## config.mk

```make
export PLATFORM = sky130hd
export DESIGN_NAME = agu_pipeline
export DESIGN_NICKNAME = d
export VERILOG_FILES = /design/src/rtl/agu_pkg.sv /design/src/rtl/agu_channel.sv /design/src/rtl/agu_pipeline.sv
export SDC_FILE = /design/constraint.sdc
export NUM_CORES = 2
export LEC_CHECK = 0
export CORE_AREA = 2 2 483 485
export CTS_CLUSTER_DIAMETER = 40
export DETAILED_ROUTE_END_ITERATION = 16
export DIE_AREA = 0 0 485 487
export GPL_ROUTABILITY_DRIVEN = 1
export PLACE_DENSITY = 0.5
export SYNTH_ARGS = -nofsm -noshare
export SYNTH_HDL_FRONTEND = slang
export SYNTH_SLANG_ARGS = --single-unit
```

## constraint.sdc

```tcl
create_clock -name clk -period 4.6 [get_ports clk]
set_input_delay 0.92 -clock clk [delete_from_list [all_inputs] [get_ports clk]]
set_output_delay 0.92 -clock clk [all_outputs]
set_load 0.02 [all_outputs]
```

## src/rtl/agu_pkg.sv

```systemverilog
// agu_pkg: shared types, channel indices and canonical-address helper for the AGU
package agu_pkg;

    typedef enum logic [1:0] {SCALE1, SCALE2, SCALE4, SCALE8} agu_scale_e;

    localparam int CH_SRC1 = 0;
    localparam int CH_SRC2 = 1;
    localparam int CH_DEST = 2;

    // Widest address the canonical helper accepts; callers sign-extend into it.
    localparam int CANON_W = 128;

    // Canonical when every bit from va_bits-1 upward equals bit va_bits-1.
    function automatic logic isCanonical(input logic [CANON_W-1:0] addr, input int va_bits);
        logic ok;
        ok = 1'b1;
        for (int i = 0; i < CANON_W; i++)
            if (i >= va_bits && addr[i] != addr[va_bits-1]) ok = 1'b0;
        return ok;
    endfunction

endpackage

```

## src/rtl/agu_channel.sv

```systemverilog
// agu_channel: one address channel, stage-1 base/index/rip select and stage-2 disp add with canonical check
//   clk, resetN        clock, asynchronous active-low reset
//   s1_load, s2_load   stage register load strobes from the pipeline control
//   en, use_rip        channel enable and rip-relative select (stage-1 inputs)
//   index_valid, scale index present and log2 scale
//   rip, base, index   raw operands; disp is the stage-1 registered displacement
//   addr, addr_valid, non_canon  stage-2 results, zero when the channel is disabled
module agu_channel
    import agu_pkg::*;
#(
    parameter int ADDR_W  = 64,
    parameter int VA_BITS = 48
) (
    input  logic              clk,
    input  logic              resetN,
    input  logic              s1_load,
    input  logic              s2_load,
    input  logic              en,
    input  logic              use_rip,
    input  logic              index_valid,
    input  agu_scale_e        scale,
    input  logic [ADDR_W-1:0] rip,
    input  logic [ADDR_W-1:0] base,
    input  logic [ADDR_W-1:0] index,
    input  logic [ADDR_W-1:0] disp,
    output logic [ADDR_W-1:0] addr,
    output logic              addr_valid,
    output logic              non_canon
);
    logic [ADDR_W-1:0] partial;
    logic [ADDR_W-1:0] sum;
    logic              en_q;

    assign sum = partial + disp;

    always_ff @(posedge clk or negedge resetN)
        if (!resetN) begin
            partial    <= '0;
            en_q       <= 1'b0;
            addr       <= '0;
            addr_valid <= 1'b0;
            non_canon  <= 1'b0;
        end else begin
            if (s1_load) begin
                partial <= use_rip ? rip : base + (index_valid ? index << scale : '0);
                en_q    <= en;
            end
            if (s2_load) begin
                addr       <= en_q ? sum : '0;
                addr_valid <= en_q;
                non_canon  <= en_q && !isCanonical(CANON_W'($signed(sum)), VA_BITS);
            end
        end

endmodule

```

## src/rtl/agu_pipeline.sv

```systemverilog
// agu_pipeline: two-stage valid/ready address-generation unit producing NUM_CH effective addresses per instruction
//   clk, resetN            clock, asynchronous active-low reset
//   flushIn                drop everything in flight and any same-cycle accept
//   inValid/inReady        upstream handshake; ripIn, dispIn, tagIn, ch*In operands
//   outValid/outReady      downstream handshake; addrOut, addrValidOut, nonCanonOut, tagOut results
module agu_pipeline
    import agu_pkg::*;
#(
    parameter int ADDR_W  = 64,
    parameter int VA_BITS = 48,
    parameter int NUM_CH  = 3,
    parameter int TAG_W   = 256
) (
    input  logic                     clk,
    input  logic                     resetN,
    input  logic                     flushIn,
    input  logic                     inValid,
    output logic                     inReady,
    input  logic [ADDR_W-1:0]        ripIn,
    input  logic [ADDR_W-1:0]        dispIn,
    input  logic [TAG_W-1:0]         tagIn,
    input  logic [NUM_CH-1:0]        chEnIn,
    input  logic [NUM_CH-1:0]        chUseRipIn,
    input  logic [NUM_CH*ADDR_W-1:0] chBaseIn,
    input  logic [NUM_CH*ADDR_W-1:0] chIndexIn,
    input  logic [NUM_CH-1:0]        chIndexValidIn,
    input  logic [NUM_CH*2-1:0]      chScaleIn,
    output logic                     outValid,
    input  logic                     outReady,
    output logic [NUM_CH*ADDR_W-1:0] addrOut,
    output logic [NUM_CH-1:0]        addrValidOut,
    output logic [NUM_CH-1:0]        nonCanonOut,
    output logic [TAG_W-1:0]         tagOut
);
    logic              s1_valid, s2_valid;
    logic              s1_adv, s2_adv;
    logic              s1_load, s2_load;
    logic [ADDR_W-1:0] disp_q;
    logic [TAG_W-1:0]  tag_q;

    // inReady depends only on pipeline state and outReady, never on inValid.
    assign s2_adv   = !s2_valid || outReady;
    assign s1_adv   = !s1_valid || s2_adv;
    assign inReady  = s1_adv;
    assign s1_load  = inValid && s1_adv;
    assign s2_load  = s1_valid && s2_adv;
    assign outValid = s2_valid;

    always_ff @(posedge clk or negedge resetN)
        if (!resetN) begin
            s1_valid <= 1'b0;
            s2_valid <= 1'b0;
            disp_q   <= '0;
            tag_q    <= '0;
            tagOut   <= '0;
        end else begin
            if (flushIn) begin
                s1_valid <= 1'b0;
                s2_valid <= 1'b0;
            end else begin
                if (s1_adv) s1_valid <= inValid;
                if (s2_adv) s2_valid <= s1_valid;
            end
            if (s1_load) begin
                disp_q <= dispIn;
                tag_q  <= tagIn;
            end
            if (s2_load) tagOut <= tag_q;
        end

    for (genvar i = 0; i < NUM_CH; i++) begin : g_ch
        agu_channel #(.ADDR_W(ADDR_W), .VA_BITS(VA_BITS)) u_ch (
            .clk        (clk),
            .resetN     (resetN),
            .s1_load    (s1_load),
            .s2_load    (s2_load),
            .en         (chEnIn[i]),
            .use_rip    (chUseRipIn[i]),
            .index_valid(chIndexValidIn[i]),
            .scale      (agu_scale_e'(chScaleIn[i*2 +: 2])),
            .rip        (ripIn),
            .base       (chBaseIn[i*ADDR_W +: ADDR_W]),
            .index      (chIndexIn[i*ADDR_W +: ADDR_W]),
            .disp       (disp_q),
            .addr       (addrOut[i*ADDR_W +: ADDR_W]),
            .addr_valid (addrValidOut[i]),
            .non_canon  (nonCanonOut[i])
        );
    end

endmodule
```

[After elaboration in Yosys (flattened, before gate mapping)]
Index checks and enable logic that the tools add are counted.
Word-level totals
  bits in registers: 971
  input bits: 788
  output and inout port bits: 456
  word-level logic and storage cells: 155
Operators by class
  add/sub/neg operators: 6
  equality and inequality tests: 48
  shift operators: 3
  multiplexer cells: 64
  reductions and logical operators: 14
Operator list (count)
  $mux W64: 9
  $add A64 B64 Y64: 6
  $shl A64 B2 Y64: 3
  $mux W1: 55
  $ne A1 B1 Y1: 48
  $logic_and A1 B1 Y1: 5
  $logic_not A1 Y1: 5
  $reduce_bool A2 Y1: 2
  $logic_or A1 B1 Y1: 2

[Logic depth before layout (Yosys ltp)]
  depth in word-level cells: 21
  mapped depth: 20
  gate-level depth less buffers: 19

[Modules after synthesis]
A second synthesis with hierarchy kept.
Unflattened totals
  cells, all modules: 6734
  area total of the unflattened synthesis: 65761.8 µm²
By module, submodules not included
  agu_channel (g_ch[1].u_ch ...): instances 2, cells each 1842, area each 14483.9 µm², seq. area each 3278.1 µm²
  agu_pipeline: instances 1, cells each 1227, area each 22626.7 µm², seq. area each 14463.9 µm²
  agu_channel (g_ch[0].u_ch): instances 1, cells each 1823, area each 14167.3 µm², seq. area each 3278.1 µm²

[Worst setup path after synthesis]
No wires, ideal clock.
  path kind: input-to-reg
  start point: in chScaleIn[2]
  end point: reg g_ch[1].u_ch.partial[55]
  library setup time: 0.133 ns
  arrival time: 5.148 ns
  required time: 4.467 ns
  path slack: -0.681 ns
  cell stages on the path: 19
  buffers on the path: 2
  cells stage by stage: clkbuf_1 -> clkbuf_1 -> mux2i_1 -> nand2_1 -> and3_1 -> ha_1 -> a21oi_1 -> o21ai_0 -> a221o_1 -> a21oi_2 -> o22ai_1 -> or3b_1 -> a21o_1 -> a221o_1 -> a211o_1 -> a21oi_1 -> o21ai_0 -> xnor2_1 -> o21ai_0
On the way
  cells in the longest elaborated chain, start to end: 4
Ends and longest elaborated chain
  start, declared: RTL line agu_pipeline.sv:27  | input logic [NUM_CH*2-1:0] chScaleIn,
  $shl A64 B2 Y64: RTL line agu_channel.sv:45  | partial <= use_rip ? rip : base + (index_valid ? index << scale : '0);
  $mux W64: RTL line agu_channel.sv:45
  $add A64 B64 Y64: RTL line agu_channel.sv:45
  $mux W64: RTL line agu_channel.sv:45
  end signal, assigned: RTL line agu_channel.sv:45
  end, declared: RTL line agu_channel.sv:30  | logic [ADDR_W-1:0] partial;
No other way between the ends.
A chain may end at the register's enable or synchronous reset.

[Final worst setup path]
  start point: reg g_ch[2].u_ch.partial[10]
  end point: reg g_ch[2].u_ch.non_canon
On the way
  cells in the longest elaborated chain, start to end: 21
  elaborated cells on any way between the ends: 36
  those cells by class: add/sub: 1; eq/ne: 16; mux: 17; reduce/logical: 2
Ends and longest elaborated chain
  start, declared: RTL line agu_channel.sv:30
  start signal, assigned: RTL line agu_channel.sv:45
  $add A64 B64 Y64 (*): RTL line agu_channel.sv:34  | assign sum = partial + disp;
  $ne A1 B1 Y1: RTL line agu_pkg.sv:18  | if (i >= va_bits && addr[i] != addr[va_bits-1]) ok = 1'b0;
  $mux W1 (15 in series): RTL line agu_pkg.sv:18
  $mux W1 (*): RTL line agu_pkg.sv:18
  $mux W1 (*): RTL line agu_channel.sv:48  | if (s2_load) begin
  $logic_not A1 Y1 (*): RTL line agu_channel.sv:51  | non_canon <= en_q && !isCanonical(CANON_W'($signed(sum)), VA_BITS);
  $logic_and A1 B1 Y1 (*): RTL line agu_channel.sv:51
  end signal, assigned: RTL line agu_channel.sv:51
  end, declared: RTL line agu_channel.sv:28  | output logic non_canon
Every way passes the cells marked *; elsewhere a longest branch is shown, timed or not. The select of a mux whose other input is x is not followed.

==> reports/metrics.csv <==
stage,metric,value,unit
setup_path,cp_num_buf_inv,2,
clock_network,cts_hold_buf,0,
logic_synthesis,synth_cells,8068,
setup_path,cp-start-kind,flip-flop,
placement,gp_congestion,1.034,
clock_network,cts_buffers,163,
timing,max_freq,216.0,MHz
global_route,grt_pass1_wl,489.2,mm
floorplan,start_util,0.2743,
timing,finalSetupViolCount,1,
timing,min_period,4.629,ns
finish,drive_above_1_share,0.1477,
clock_network,cts.reportedPaths.clkPinSlew,0.06,ns
setup_path,slowest_delay,0.54,ns
drt,drc,0,
clock_network,cts.sink_count,971,
floorplan,die-area,236200,µm²
logic_synthesis,netlist_area,63490,µm²
logic_synthesis,synth_edf_count,0,
setup_path,cp_top_family,compound AO/OA/AOI/OAI gates,
timing,clock_skew,0.06427,ns
placement,dp.final_hpwl,297.9,mm
drt,antenna_left,0,
status,violations,negative setup slack,
logic_synthesis,ys_types,85,
status,outcome,"finished, violations left",
timing,worst_pin_slew,1.228,ns
power_and_ir_drop,peakVddDrop,0.4001,mV
global_route,grt_pass1_vias,66255,
timing,rsz0062_at_grt,yes,
finish,utilization,0.4011,
clock_network,ctsHtreeMaxLevel,4,
logic_synthesis,synth_area_per_cell,7.870,µm²
setup_path,critPathKind,flip-flop to flip-flop,
finish,finalNetCount,11257,
clock_network,ctsRootBufferMaster,clkbuf_16,
floorplan,core.rowCount,177,
timing,post-route-period-util,1.006,
finish,syn2layout_area_growth,46.21,%
floorplan,core_area,231400,µm²
placement,io_buffers,1243,
logic_synthesis,yosys_warnings,0,
logic_synthesis,synth_nets,9240,
global_route,grt_max_degree,154,
timing,setup_slack,-0.02872,ns
global_route,antenna_found_initial,108,
drt,first_pass_iters,6,
setup_path,crit_chain,ha_1 -> and3_1 -> o2111a_1 -> o21ai_0 -> buf_4 -> a211oi_1 -> o21ai_0 -> and4bb_2 -> o21ai_1 -> buf_4 -> and4_1 -> a21oi_1 -> xnor2_2 -> or3_1 -> a21oi_1 -> a21oi_1,
power_and_ir_drop,power,39.61,mW
logic_synthesis,async_flop_share,1.000,
floorplan,io_pins,1244,
hold_path,hold_path.class,input pin to async pin,
clock_network,cts_buffer_depth,3,
setup_path,crit_required,5.27,ns
drt,vias_per_cell,5.008,
power_and_ir_drop,power_density,426.7,nW/µm²
setup_path,arrival,5.30,ns
flow_run,cap_violations,0,
floorplan,die_w,485,µm
clock_network,clock_latency,0.84,ns
timing,hold_violations,0,
drt,vias,66675,
floorplan,die_h,487,µm
power_and_ir_drop,total_leakage_power,45.32,nW
finish,fillerInstances,23570,
logic_synthesis,seq_area_frac_synth,0.3827,
logic_synthesis,ys_seq_elements,971,
logic_synthesis,ys_dominant_reg_cell,dfrtp_1,
drt,drt_wl_total,351.8,mm
setup_path,crit_fanout,5,
setup_path,cp_common_cell,a21oi_1,
drt,drtIter0Drc,5061,
global_route,track_usage,0.2879,
drt,wl_per_cell,26.42,µm
setup_path,end_kind,flip-flop,
timing,relSlewSlack,0.1576,
global_route,grt.overflow.total,0,
clock_network,cts_tree,yes,
setup_path,slowest_stage,a211oi_1,
timing,slew_violations,0,
-- worst reg2reg max path, delay by kind of cell, from the launching register on --
family	cells	cell delay (ns)
AO/OA/AOI/OAI	8	1.78
AND/OR/NAND/NOR	4	1.19
flip-flops	1	0.49
adder cells (fa/ha/maj)	1	0.43
buffers and inverters	2	0.37
XOR/XNOR	1	0.23
-- Yosys cell counts, types with 100 or more instances --
| cell | instances | area share |
|---|---|---|
| nand4_1 | 109 | 0.011 |
| mux2i_1 | 211 | 0.033 |
| clkbuf_1 | 414 | 0.024 |
| ha_1 | 378 | 0.074 |
| a21oi_1 | 527 | 0.042 |
| inv_1 | 103 | 0.0061 |
| dfrtp_1 | 971 | 0.38 |
| nand2_1 | 2710 | 0.16 |
| and3_1 | 217 | 0.021 |
| a21o_1 | 244 | 0.029 |
| nand3_1 | 100 | 0.0079 |
| xnor2_1 | 196 | 0.027 |
| nor2_1 | 340 | 0.020 |
| xor2_1 | 146 | 0.020 |
| o21ai_0 | 540 | 0.043 |
-- layer usage --
layer  part of all wire  track usage  routed length (µm)  vias to the layer above
met5            0.00095            0                 333                        -
met4              0.057       0.1483               20190                       52
met3              0.061      0.05969               21490                      525
met2               0.47       0.4760              163800                     2226
met1               0.42       0.3532              146000                    32141
li1                   -            -                   -                    31731
-- power by group --
| group | leakage, nW | total, mW | switching [mW] | internal, mW |
|---|---|---|---|---|
| Sequential | 12.2 | 11.2 | 1.30 | 9.89 |
| Clock | 2.77 | 12.9 | 5.00 | 7.86 |
| Combinational | 30.4 | 15.6 | 9.05 | 6.52 |
-- state kept, by name, summed over array words and instances (netlist names) --
| register | cells |
|---|---|
| tagOut | 256 |
| disp_q | 64 |
| g_ch.u_ch.en_q | 3 |
| outValid | 1 |
| g_ch.u_ch.addr_valid | 3 |
| tag_q | 256 |
| g_ch.u_ch.non_canon | 3 |
| g_ch.u_ch.partial | 192 |
| g_ch.u_ch.addr | 192 |
| s1_valid | 1 |
-- cell usage in the layout, fill, tap and decap left out, types with 49 or more instances in the layout --
master / n
nand2_1: 2708
clkdlybuf4s50_1: 1232
buf_4: 1053
dfrtp_1: 968
o21ai_0: 530
a21oi_1: 514
ha_1: 372
nor2_1: 339
a21o_1: 243
and3_1: 217
mux2i_1: 206
xnor2_1: 192
clkbuf_16: 163
xor2_1: 144
nand4_1: 109
inv_1: 103
nand3_1: 99
o21bai_1: 74
nor3_1: 70
nor2b_1: 54
o21a_1: 53
diode_2: 50
nand2b_1: 49
-- repair_timing --
action	CTS	global route
buffers inserted	0	1
setup endpoints to repair	6	47
pin swaps	0	10
resized for setup	7	73
-- stage by stage --
step / std cells / hold WS [ns] / setup slack, ns / setup TNS (ns) / area (µm²)
final: 13314 / 0.07930 / -0.02872 / -0.02872 / 92830
after global routing: 13289 / 0.1409 / -0.1692 / -0.2011 / 92770
after CTS: 13263 / 0.1347 / 0.01626 / 0 / 92420
after detailed placement: 12962 / 0.4479 / -1.112 / -54.67 / 86580
after global placement: 12962 / 0.4443 / -1.201 / -53.50 / 86580
after floorplan: 8068 / 0.4386 / -0.01567 / -0.04232 / 63680
-- path summary, 6_finish.rpt --
check                                               from                      to  slack, ns  depth (start not counted)
worst min-delay path                              resetN             tagOut[102]       0.08                          1
worst min register to register                tag_q[193]             tagOut[193]       0.44                          2
min in group clk                              tag_q[193]             tagOut[193]       0.44                          2
worst max-delay path            g_ch[2].u_ch.partial[10]  g_ch[2].u_ch.non_canon      -0.03                         16
max in group asynchronous                         resetN              tagOut[59]       3.14                          2
worst max register to register  g_ch[2].u_ch.partial[10]  g_ch[2].u_ch.non_canon      -0.03                         16
-- cell type report --
class,count,area [µm²],area share
antenna,50,125.1,0.001348
clock buffer,182,4200,0.04525
clock inverter,119,1612,0.01736
inverter,107,401.6,0.004326
multi-input combinational,6516,37390,0.4028
sequential,971,24300,0.2618
tap,3043,3807,0.04101
timing repair buffer,2326,20990,0.2261
-- kinds of logic (layout without fill, tap and decap cells) --
group | count (synthesis) | after routing | share of synthesized area
fa+ha+maj | 384 | 384 | 0.07638
mux | 220 | 220 | 0.03486
simple gates | 3755 | 3755 | 0.2477
other cells | 0 | 50 | 0
flops | 971 | 971 | 0.3827
xor+xnor | 342 | 342 | 0.04718
buf+inv | 581 | 2734 | 0.03480
compound gates | 1815 | 1815 | 0.1763
No activity file was read; power rests on OpenSTA's default activity.
